File: src/rtl/panel_frame_loader.sv
// panel_frame_loader
//   Write side of a double-buffered panel frame store. Bytes arrive as
//   R,G,B triplets over a valid/ready stream. Each assembled pixel is written
//   into the back bank (~disp_bank). When the last pixel of a frame has been
//   written, the loader stalls the stream until the next display vsync. It
//   then swaps banks, so the panel never shows a partially loaded frame.
//
// Parameters
//   AW    pixel address width per bank
//   NPIX  pixels per frame (must be <= 2**AW)
//
// Ports
//   clk         rising-edge clock
//   rst_n       synchronous active-low reset
//   s_data      stream byte
//   s_valid     s_data valid
//   s_sof       byte is R of pixel 0 of a new frame
//   s_ready     loader accepts a byte this cycle (decoded from state)
//   vsync       one-cycle display frame-boundary strobe
//   mem_we      one-cycle write strobe to the frame store
//   mem_addr    {bank, pixel_index}
//   mem_wdata   {R,G,B}, R in [23:16]
//   disp_bank   bank currently shown by the display
//   frame_done  one-cycle pulse on a bank swap
//   err_short   one-cycle pulse when a frame is aborted by an early s_sof
module panel_frame_loader #(
  parameter int AW   = 12,
  parameter int NPIX = 4096
) (
  input  logic          clk,
  input  logic          rst_n,
  input  logic [7:0]    s_data,
  input  logic          s_valid,
  input  logic          s_sof,
  output logic          s_ready,
  input  logic          vsync,
  output logic          mem_we,
  output logic [AW:0]   mem_addr,
  output logic [23:0]   mem_wdata,
  output logic          disp_bank,
  output logic          frame_done,
  output logic          err_short
);

  typedef enum logic [1:0] {
    IDLE      = 2'd0,
    LOAD      = 2'd1,
    WAIT_SWAP = 2'd2
  } state_t;

  localparam logic [AW-1:0] LAST_PIX = AW'(NPIX - 1);

  state_t        state;
  logic [1:0]    byte_cnt;
  logic [AW-1:0] pix_cnt;
  logic [7:0]    r_byte;
  logic [7:0]    g_byte;

  // Ready is a pure decode of the state register.
  always_comb begin
    s_ready = 1'b0;
    case (state)
      IDLE:      s_ready = 1'b1;
      LOAD:      s_ready = 1'b1;
      WAIT_SWAP: s_ready = 1'b0;
      default:   s_ready = 1'b0;
    endcase
  end

  // Loader FSM: byte assembly, pixel writes, bank swap and pulse outputs.
  always_ff @(posedge clk) begin
    if (!rst_n) begin
      state      <= IDLE;
      byte_cnt   <= 2'd0;
      pix_cnt    <= '0;
      r_byte     <= 8'd0;
      g_byte     <= 8'd0;
      disp_bank  <= 1'b0;
      mem_we     <= 1'b0;
      mem_addr   <= '0;
      mem_wdata  <= 24'd0;
      frame_done <= 1'b0;
      err_short  <= 1'b0;
    end else begin
      // Pulse outputs default low; mem_addr/mem_wdata simply hold.
      mem_we     <= 1'b0;
      frame_done <= 1'b0;
      err_short  <= 1'b0;
      case (state)
        IDLE: begin
          // Bytes before the first s_sof are dropped.
          if (s_valid && s_sof) begin
            r_byte   <= s_data;
            byte_cnt <= 2'd1;
            pix_cnt  <= '0;
            state    <= LOAD;
          end
        end
        LOAD: begin
          if (s_valid) begin
            if (s_sof) begin
              // Early start of frame at any byte position restarts the frame;
              // pixels already in the back bank are simply overwritten.
              err_short <= 1'b1;
              r_byte    <= s_data;
              byte_cnt  <= 2'd1;
              pix_cnt   <= '0;
            end else begin
              case (byte_cnt)
                2'd0: begin
                  r_byte   <= s_data;
                  byte_cnt <= 2'd1;
                end
                2'd1: begin
                  g_byte   <= s_data;
                  byte_cnt <= 2'd2;
                end
                2'd2: begin
                  mem_we    <= 1'b1;
                  mem_addr  <= {~disp_bank, pix_cnt};
                  mem_wdata <= {r_byte, g_byte, s_data};
                  byte_cnt  <= 2'd0;
                  if (pix_cnt == LAST_PIX) begin
                    pix_cnt <= '0;
                    state   <= WAIT_SWAP;
                  end else begin
                    pix_cnt <= pix_cnt + 1'b1;
                  end
                end
                default: byte_cnt <= 2'd0;
              endcase
            end
          end
        end
        WAIT_SWAP: begin
          // A vsync coinciding with the last B byte was sampled in LOAD and
          // is ignored; only a later vsync reaches here.
          if (vsync) begin
            disp_bank  <= ~disp_bank;
            frame_done <= 1'b1;
            byte_cnt   <= 2'd0;
            pix_cnt    <= '0;
            state      <= IDLE;
          end
        end
        default: state <= IDLE;
      endcase
    end
  end

endmodule

File: config.mk
export PLATFORM = sky130hd
export DESIGN_NAME = panel_frame_loader
export DESIGN_NICKNAME = d
export VERILOG_FILES = /design/src/rtl/panel_frame_loader.sv
export SDC_FILE = /design/constraint.sdc
export NUM_CORES = 1
export LEC_CHECK = 0
export CORE_UTILIZATION = 30
export DETAILED_ROUTE_END_ITERATION = 8
export GPL_TIMING_DRIVEN = 1
export PLACE_DENSITY = 0.62
export RECOVER_POWER = 100
export REMOVE_ABC_BUFFERS = 1
export SLEW_MARGIN = 20
export SYNTH_ARGS = -nofsm -noshare
export SYNTH_HDL_FRONTEND = slang
export SYNTH_SLANG_ARGS = --single-unit
File: constraint.sdc
create_clock -name clk -period 1.8 [get_ports clk]
set_clock_uncertainty 0.15 [all_clocks]
set_input_delay 0.54 -clock clk [delete_from_list [all_inputs] [get_ports clk]]
set_output_delay 0.54 -clock clk [all_outputs]
set_load 0.02 [all_outputs]
==> results of run 1 <==
## per-layer routing
metal,GRT usage,wire length (um),vias up
met4,0.0656,142,0
met1,0.213,3840,1288
li1,-,-,1345
met5,0,0,-
met2,0.246,3810,69
met3,0.0323,342,11
## cells in the final DEF, fill, tap and decap left out, types with 3 or more instances in the layout
cell             netlist  routed
buf_12                 0       5
dfxtp_1               73      61
buf_4                  0      42
mux2i_1               17      17
dfxtp_2                0       9
clkdlybuf4s50_1        0       9
a211oi_2               1      10
nand3_1                7       6
o21ai_0                5       3
nor2_1                22      22
dlygate4sd2_1          0      43
nand2_1               79      79
o31ai_1                8       8
clkbuf_8               0      12
inv_1                  5       6
a21oi_1               40      39
or4_4                  1       9
buf_6                  0       6
dfxtp_4                0       3
## power by group through the flow
stage	registers [uW]	clock network, uW	logic (uW)
2_1_floorplan	1680	0	79.7
3_3_place_gp	1680	0	198
3_5_place_dp	1680	0	201
4_1_cts	1640	1390	218
5_1_grt	1640	1470	272
6_report	1640	1370	254
## worst max-delay path by stage
stage                    start          end  slack (ps)
floorplan              s_valid    r_byte[0]        -470
global placement         s_sof   pix_cnt[6]        -770
detailed placement       s_sof   pix_cnt[6]        -810
CTS                 pix_cnt[6]  pix_cnt[11]         -20
global route          state[0]  pix_cnt[10]        -120
finish                state[0]  pix_cnt[10]         -90
## stage by stage
stage                     worst slack (ps)  instance area, um2
after CTS                            -22.8                4170
after floorplan                       -467                2760
after global routing                  -116                4360
after detailed placement              -809                3880
final                                -85.6                4360
after global placement                -767                3880
## what timing repair did
action / 4_1_cts / 5_1_grt
endpoints found under the setup margin: 112 / 46
buffers inserted: 3 / 4
pin swaps: 9 / 12
cloned: 3 / 2
gates resized for setup: 79 / 35
## flip-flops by register name, indices dropped and copies added (netlist names), 2 cells and up
name and flops:
mem_addr 13, byte_cnt 2, r_byte 8, g_byte 8
mem_wdata 24, state 2, pix_cnt 12
## cells by family (layout without fill, tap and decap cells)
family / after synthesis / after routing / share of synthesized area
AND/OR/NAND/NOR: 138 / 138 / 0.229
flip-flops: 73 / 73 / 0.513
AO/OA/AOI/OAI: 71 / 73 / 0.151
buffers and inverters: 28 / 132 / 0.0404
multiplexers: 17 / 17 / 0.0597
adder cells (fa/ha/maj): 1 / 1 / 0.00439
XOR/XNOR: 1 / 1 / 0.00307
## area by class of cell
cell class                      count  area, um2
Clock inverter                      4       50.0
Tap cell                          129        161
Timing Repair Buffer              110       1020
Clock buffer                       12        165
Fill cell                         900       4880
Multi-Input combinational cell    230       1460
Sequential cell                    73       1480
Inverter                            6       22.5
## critical path, cell delays in order, from the launching register on
cell and delay, ps:
dfxtp_4 370, nand3b_1 300, o21a_2 250, or4_1 540, a211oi_2 200
==> summary.md, run 1 <==
| Metric | Value |
|---|---|
| Largest net degree at the start of global routing | `34` |
| Hold EP | `mem_wdata[2]` |
| Initial antenna violation count | `0` |
| Row cnt | `35` |
| Global Route Usage Sum | `0.158` |
| Yosys synthesis warning count | `0` |
| Kind of end point of the critical path | `flop` |
| Hold Crit Depth | `2` |
| Via count | `2713` |
| Clk_lat worst skew | `350 ps` |
| Synth area leaders | `dfxtp_1 51%, nand2_1 10%, a21oi_1 7.0%, mux2i_1 6.0%, nor2_1 2.9%` |
| Failing checks | `setup timing` |
| P_leak | `0.00178 uW` |
| Routed WL | `8130 um` |
| Synth top area share | `0.513` |
| Max-cap viol count | `0` |
| Setup TNS Final | `-444 ps` |
| TritonRoute pass-1 iters | `4` |
| Final min period | `about 1900 ps` |
| Crit path kind | `reg -> reg` |
| Worst setup SP type | `flop` |
| Die height | `slightly below 100 um` |
| Most area-hungry cell type in the Yosys netlist | `dfxtp_1` |
| Hold-fix buffers, CTS | `0` |
| Min-delay worst type | `reg -> reg` |
| DR vias/cell | `roughly 4.8` |
| Layout net count | `444` |
| Peak Freq | `~0.53 GHz` |
| Core Util, Final | `0.472` |
| WP data required | `1910 ps` |
| Final number of setup-violating endpoints | `10` |
| Sw frac | `0.233` |
| Post-synth EDFFs | `0` |
| R2r endpoint | `pix_cnt[10]` |
| R2R Setup Slk | `-90 ps` |
| CP arrival | `2000 ps` |
| CTS buffer count | `9` |
| Least-Margin Pin Slew | `478 ps` |
| Die area | `9890 um2` |
| First-pass GRT wire length | `12500 um` |
| Diode count | `0` |
| Sequential area share after synthesis | `0.513` |
| Power after layout | `approximately 3300 uW` |
| Net Sw Power | `760 uW` |
| Synth unique cells | `42` |
| CTS tree | `yes` |
| Final Max Slew Viols | `0` |
| Total number of H-tree levels | `3` |
| Ports | `55` |
| WL per Instance | `14.4 um` |
| Hold WS | `300 ps` |
| Relative slew slack | `0.677` |
| Mapped Area | `roughly 2900 um2` |
| Status | `finished with violations` |
| CTS max path bufs | `2` |
| DRT iter0 DRCs | `between 100 and 150` |
| Internal Power | `2510 uW` |
| CP Max Fanout | `5` |
| Post-Synthesis Cells | `~330` |
| Most used DFF post-synth | `dfxtp_1` |
| Hold_sp | `mem_wdata[2]` |
| Antenna viol nets, final | `0` |
| Cell with the most instances after synthesis | `nand2_1` |
| Synth cell count leaders | `79 x nand2_1, 73 x dfxtp_1, 40 x a21oi_1` |
| Area Growth Syn to Fin | `53.1%` |
| GRT overflow | `0` |
| Final Cycle Share | `1.05` |
| Post-Syn Area per Cell | `8.66 um2` |
| CTS sink cnt | `73` |
| IO buf count | `54` |
| Area of the core | `9240 um2` |
| # DRC | `0` |
| R2r worst-path depth | `4` |
| GP Congestion | `0.785` |
| Clock power share | `0.420` |
| Worst-path clk slew | `80 ps` |
| Worst Slack Setup Final | `-85.6 ps` |
| Comb power frac | `0.078` |
| Unrepaired setup endpoints after global routing | `true` |
| Sequential Power Share | `0.502` |
| Flops & latches, synth | `73` |
| Starting Density | `0.308` |
| Post-DP HPWL | `4690 um` |
| Power density cells | `749 nW/um2` |
| Hold Fails Final Rpt | `0` |
| Final std cells w/o fill | `564` |
| Reg-to-Reg Start | `state[0]` |
| Die width | `99.5 um` |
| Asr flop ratio synth | `0` |
| Clk root buf | `clkbuf_8` |
| VDD IR max | `0.000315 V` |
| Placed insts | `536` |
| Layout cells sized above 1 | `0.287` |
| Vias in the first global route | `2607` |
(Power assumes the default switching activity.)
==> run 2, diff against run 1 <==
- REMOVE_ABC_BUFFERS: 1 -> default
==> run 2 against run 1 <==
  * The flow still finishes with violations (setup timing)
  * Critical path depth increased by 2
  * Clock power is 7% lower
  * Non-clock buffer count fell by 5
  * Sequential power is essentially flat
  * Routed wire length is 8.2% lower
  * Global-route usage decreased by 0.37 points
  * Worst hold slack lost 2.5 ps
  * Core utilization down 1.5 points
  * Critical path type unchanged
  * Critical endpoint is now pix_cnt[0]
  * Largest power group unchanged
==> summary.md, run 2 (synthesis gave the netlist of run 1 again) <==
| Metric | Value |
|---|---|
| Clk_lat worst skew | `340 ps (was 350 ps)` |
| Worst-path clk slew | `80 ps (about the same)` |
| Worst Slack Setup Final | `-75.0 ps (was -85.6 ps)` |
| R2R Setup Slk | `-80 ps (was -90 ps)` |
| Reg-to-Reg Start | `pix_cnt[9] (was state[0])` |
| Kind of end point of the critical path | `flop (unchanged)` |
| GP Congestion | `0.821 (was 0.785)` |
| Crit path max-delay cell type | `or4_4 (was or4_1)` |
| P_leak | `0.00172 uW (was 0.00178 uW)` |
| CTS max path bufs | `2 (unchanged)` |
| Vias in the first global route | `2461 (was 2607)` |
| Stages on the worst setup path | `6 (was 4)` |
| R2r endpoint | `pix_cnt[0] (was pix_cnt[10])` |
| Max incr delay on CP | `540 ps (about the same)` |
| R2r worst-path depth | `6 (was 4)` |
| Die height | `99.5 um (unchanged)` |
| Buffers and inverters on the worst path | `2 (was 0)` |
| Final min period | `1880 ps (was 1890 ps)` |
| TritonRoute pass-1 iters | `4 (unchanged)` |
| Unrepaired setup endpoints after global routing | `true (unchanged)` |
| VDD IR max | `0.000357 V (was 0.000315 V)` |
| Top flop regs | `mem_wdata: 24 flops, mem_addr: 13 flops, pix_cnt: 12 flops (unchanged)` |
| Row cnt | `35 (unchanged)` |
| Layout net count | `438 (was 444)` |
| Area Growth Syn to Fin | `48.2% (was 53.1%)` |
| Area post-placement | `3920 um2 (was 3880 um2)` |
| Hold WS | `298 ps (was 300 ps)` |
| CTS buffer count | `9 (unchanged)` |
| Crit path kind | `reg -> reg (unchanged)` |
| Die width | `99.5 um (unchanged)` |
| Total number of H-tree levels | `3 (unchanged)` |
| Largest net degree at the start of global routing | `39 (was 34)` |
| Most frequent cells in the layout | `78 x nand2_1, 63 x dfxtp_1, 42 x dlygate4sd2_1, 40 x a21oi_1, 36 x buf_4 (was 79 x nand2_1, 61 x dfxtp_1, 43 x dlygate4sd2_1, 42 x buf_4, 39 x a21oi_1)` |
| DR vias/cell | `4.75 (was 4.81)` |
| Power density cells | `745 nW/um2 (was 749 nW/um2)` |
| Final Cycle Share | `1.04 (was 1.05)` |
| Worst setup SP type | `flop (unchanged)` |
| Fill cells | `941 (was 900)` |
| Least-Margin Pin Slew | `434 ps (was 478 ps)` |
| CTS sink cnt | `73 (unchanged)` |
| Setup TNS Final | `-541 ps (was -444 ps)` |
| DRT iter0 DRCs | `114 (was 132)` |
| CP arrival | `1950 ps (was 2000 ps)` |
| Peak Freq | `0.533 GHz (was 0.530 GHz)` |
| WL per Instance | `13.4 um (was 14.4 um)` |
| Max-cap viol count | `0 (unchanged)` |
| GRT overflow | `0 (unchanged)` |
| Critical Path Start | `pix_cnt[9] (was state[0])` |
| CP Max Fanout | `5 (unchanged)` |
| Post-DP HPWL | `4620 um (was 4690 um)` |
| Max FFs per register | `24 (unchanged)` |
| Failing checks | `setup timing (unchanged)` |
| Diode count | `0 (unchanged)` |
| First-pass GRT wire length | `12000 um (was 12500 um)` |
| Die area | `9890 um2 (unchanged)` |
| Routed WL | `7460 um (was 8130 um)` |
| Top delay family on crit path | `simple AND/OR/NAND/NOR gates (unchanged)` |
| Design area | `4220 um2 (was 4360 um2)` |
| Hold-fix buffers, CTS | `0 (unchanged)` |
| Dpl ws | `-737 ps (was -809 ps)` |
| Largest register by flop count | `mem_wdata (unchanged)` |
| Status | `finished with violations (unchanged)` |
| Final number of setup-violating endpoints | `16 (was 10)` |
| WP data required | `1880 ps (was 1910 ps)` |
| Initial antenna violation count | `0 (unchanged)` |
| IO buf count | `54 (unchanged)` |
| Hold Fails Final Rpt | `0 (unchanged)` |
| Post-Syn Nets | `343` |
| Relative slew slack | `0.710 (was 0.677)` |
| Core Util, Final | `0.457 (was 0.472)` |
| Via count | `2649 (was 2713)` |
| Ports | `55 (unchanged)` |
| Starting Density | `0.308 (unchanged)` |
| Antenna viol nets, final | `0 (unchanged)` |
| Area of the core | `9240 um2 (unchanged)` |
| Layout cells sized above 1 | `0.256 (was 0.287)` |
| Commonest non-fill, non-tap cell in the layout | `nand2_1 (unchanged)` |
| CTS tree | `yes (unchanged)` |
| CP Capture Point | `pix_cnt[0] (was pix_cnt[10])` |
| # DRC | `0 (unchanged)` |
| Crit-path cells | `nand4_1 > buf_4 > or4_4 > a21oi_4 > buf_6 > a211oi_2 (was nand3b_1 > o21a_2 > or4_1 > a211oi_2)` |
| Global Route Usage Sum | `0.154 (was 0.158)` |
| Min-delay worst type | `reg -> reg (unchanged)` |
| Clk root buf | `clkbuf_8 (unchanged)` |
| Final Max Slew Viols | `0 (unchanged)` |
## run 2: cell count changes in the layout (fill, tap and decap cells not counted), moves of 2 or more
cell / change
clkbuf_8: -3
or4_1: +4
buf_6: -2
buf_4: -6
clkbuf_16: -2
dfxtp_1: +2
dfxtp_4: -3
or4_4: -4
## run 2: area by class of cell
type                    instances  area (um2)  share of cell area
clock inverters                 6        67.6              0.0160
flip-flops and latches         73        1470               0.349
multi-input cells             229        1420               0.336
repair buffers                105         950               0.225
well taps                     129         161              0.0382
clock buffers                  10         128              0.0302
inverters                       6        22.5             0.00533
## run 2: worst min-delay path by stage
stage | startpoint | to | slack, ps | depth (start not counted)
3_5_place_dp | mem_wdata[13] | mem_wdata[13] | 290 | 2
2_1_floorplan | r_byte[0] | mem_wdata[16] | 280 | 2
5_1_grt | mem_wdata[2] | mem_wdata[2] | 320 | 2
6_report | mem_wdata[13] | mem_wdata[13] | 300 | 2
4_1_cts | mem_wdata[13] | mem_wdata[13] | 300 | 2
3_3_place_gp | mem_wdata[5] | mem_wdata[5] | 290 | 2
## run 2: metal layers
metal  wire length [um]  up-vias  GRT usage
met5                  0        -          0
met4                 72        0     0.0441
met3                303        8     0.0471
met2               3530       63      0.244
met1               3550     1238      0.204
li1                   -     1340          -
## run 2: power by group
group,internal [uW],switching [uW]
registers,1630,12.8
clock network,645,629
logic,110,117
## run 2: timing repair
action                                  CTS  global route
endpoints found under the setup margin  109            19
resized for setup                        82            11
pin swaps                                 4             5
cloned                                    2             1
buffers inserted                          5             1
## run 2: through the flow
stage,std cells,total power [uW]
global route,558,3290
floorplan,329,1780
finish,558,3150
CTS,558,3190
detailed placement,535,1890
global placement,535,1880
## run 2: worst register-to-register path: cells and delay by family, from the launching register on
family | cells | cell delay (ps)
buffers and inverters | 2 | 340
and+or+nand+nor | 2 | 680
DFF | 1 | 340
AOI/OAI and AO/OA | 2 | 260
==> RTL change (flow settings as in run 1) <==
The parameter `AW` goes from 12 to 13.
--- a/src/rtl/panel_frame_loader.sv
+++ b/src/rtl/panel_frame_loader.sv
@@ -24,7 +24,7 @@
 //   frame_done  one-cycle pulse on a bank swap
 //   err_short   one-cycle pulse when a frame is aborted by an early s_sof
 module panel_frame_loader #(
-  parameter int AW   = 12,
+  parameter int AW   = 13,
   parameter int NPIX = 4096
 ) (
   input  logic          clk,
Ports: changed (resized mem_addr); port bits go from 55 to 56. The function was not compared with the original's and may differ.
==> RTL change against run 1 <==
- the flow still finishes with violations (negative setup slack)
- wire length is 2.6% lower
- sequential cell count up 2
- synthesized cell count grew 7.9%
- utilization decreased by 0.82 points
- cell count increased by 4.6%
- area after synthesis grew 7.1%
- global-route usage shrank 0.14 points
- setup slack got worse by 200 ps
- design area is 4.4% higher
- critical path depth is 3 higher
- critical endpoint is now pix_cnt[5]
Power is not compared: it rests on default switching activity, and its combinational part moved more than twofold at a synthesized area within 25%.
==> RTL change: results (changes against run 1) <==
### Detailed routing
• **total via count in the routed design** 2799, +3.2%
• **wire length the detailed router placed on met1** 3770 µm, -1.8%
• **routed length on met3** 404 µm, +18%
• **routed wire length on met2** 3640 µm, -4.3%
• **average vias per placed instance** 4.74, -1.4%

### Finish
• **number of fill cells in the layout** 984, +9.3%
• **registers with the most flip-flops** mem_wdata: 24 flops, mem_addr: 14 flops, pix_cnt: 13 flops
• **final net count** 470, +5.9%
• **layout cell share with drive strength beyond 1** 24.1%, -4.7 points

### Setup path
• **delay of the slowest cell on the worst path** 520 ps, -20 ps
• **critical-path cell with the highest stage delay** clkdlybuf4s50_1
• **arrival time at the worst endpoint** 2190 ps, +190 ps
• **highest net fanout along the worst path** 8, +3
• **Top delay family on crit path** buffers and inverters
• **source of the critical timing path** vsync
• **R2R Path Start** state[1]

### Logic synthesis
• **sequential cell area fraction in the yosys report** 49.2%, -2.1 points
• **most instantiated cells after synthesis** nand2_1 (90), dfxtp_1 (75), a21oi_1 (47)
• **Post-Synth XOR/XNOR Area** 0.287%, -0.020 points
• **mux contribution to synthesized area** 6.23%, +0.26 points
• **Compound-Gate Fraction of Synth Area** 15.1%, about the same
• **area share of fa/ha/maj cells after synthesis** 2.05%, +1.6 points
• **largest cells by area after synthesis** dfxtp_1 (49%), nand2_1 (11%), a21oi_1 (7.7%)
• **Mapped Avg Cell Area** 8.60 µm², -0.77%

### Place
• **DP Area** 0.00405 mm², +4.2%
• **dpl cells** 567, +5.8%
• **count of input and output buffers** 55, +1.9%
• **HPWL reported at the end of detailed placement** 5120 µm, +9.2%
• **Post-Place Worst Slack** -651 ps, +159 ps

### Outcome
• **failing checks** negative setup slack
• **outcome** complete, but fails checks

### Worst hold path
• **Hold Path Sink** mem_addr[2]
• **start point of the worst min-delay path** mem_addr[2]

### Clock tree
• **clock buffer depth** 2, unchanged

### Timing
• **count of final setup violators** 30, +20
• **relative slew slack** 69.3%, +1.6 points
• **Setup TNS Final** -4680 ps, -4240 ps
• **final worst slack** -283 ps, -197 ps

### Global route
• **pin count of the biggest net entering global routing** 45, +32%
• **Tot GR Track Use** 15.7%, -0.14 points
• **vias in the first global route** 2558, -1.9%

-- RTL change: layout make-up --
type / instances / area [µm²] / area share (%)
multi-input combinational: 256 / 1640 / 36.1
sequential: 75 / 1510 / 33.1
timing repair buffer: 104 / 991 / 21.8
clock buffer: 13 / 179 / 3.93
tap: 133 / 166 / 3.65
clock inverter: 3 / 43.8 / 0.961
inverter: 6 / 25.0 / 0.549
-- RTL change: metal layers --
metal | up-vias | GRT usage [%]
met2 | 82 | 23.9
met4 | 0 | 5.42
met5 | - | 0
met3 | 10 | 4.27
met1 | 1299 | 21.3
li1 | 1408 | -
-- RTL change: where the power goes --
group	total [mW]	leakage, nW	switching [mW]	internal, mW
sequential	1.75	0.607	0.0408	1.71
clock	1.40	0.116	0.607	0.793
combinational	0.866	1.19	0.413	0.453
-- RTL change: what timing repair did --
item,in CTS,in global routing
pin swaps,12,11
gates cloned,1,2
resized for setup,80,35
endpoints found under the setup margin,115,45
buffers inserted,3,1
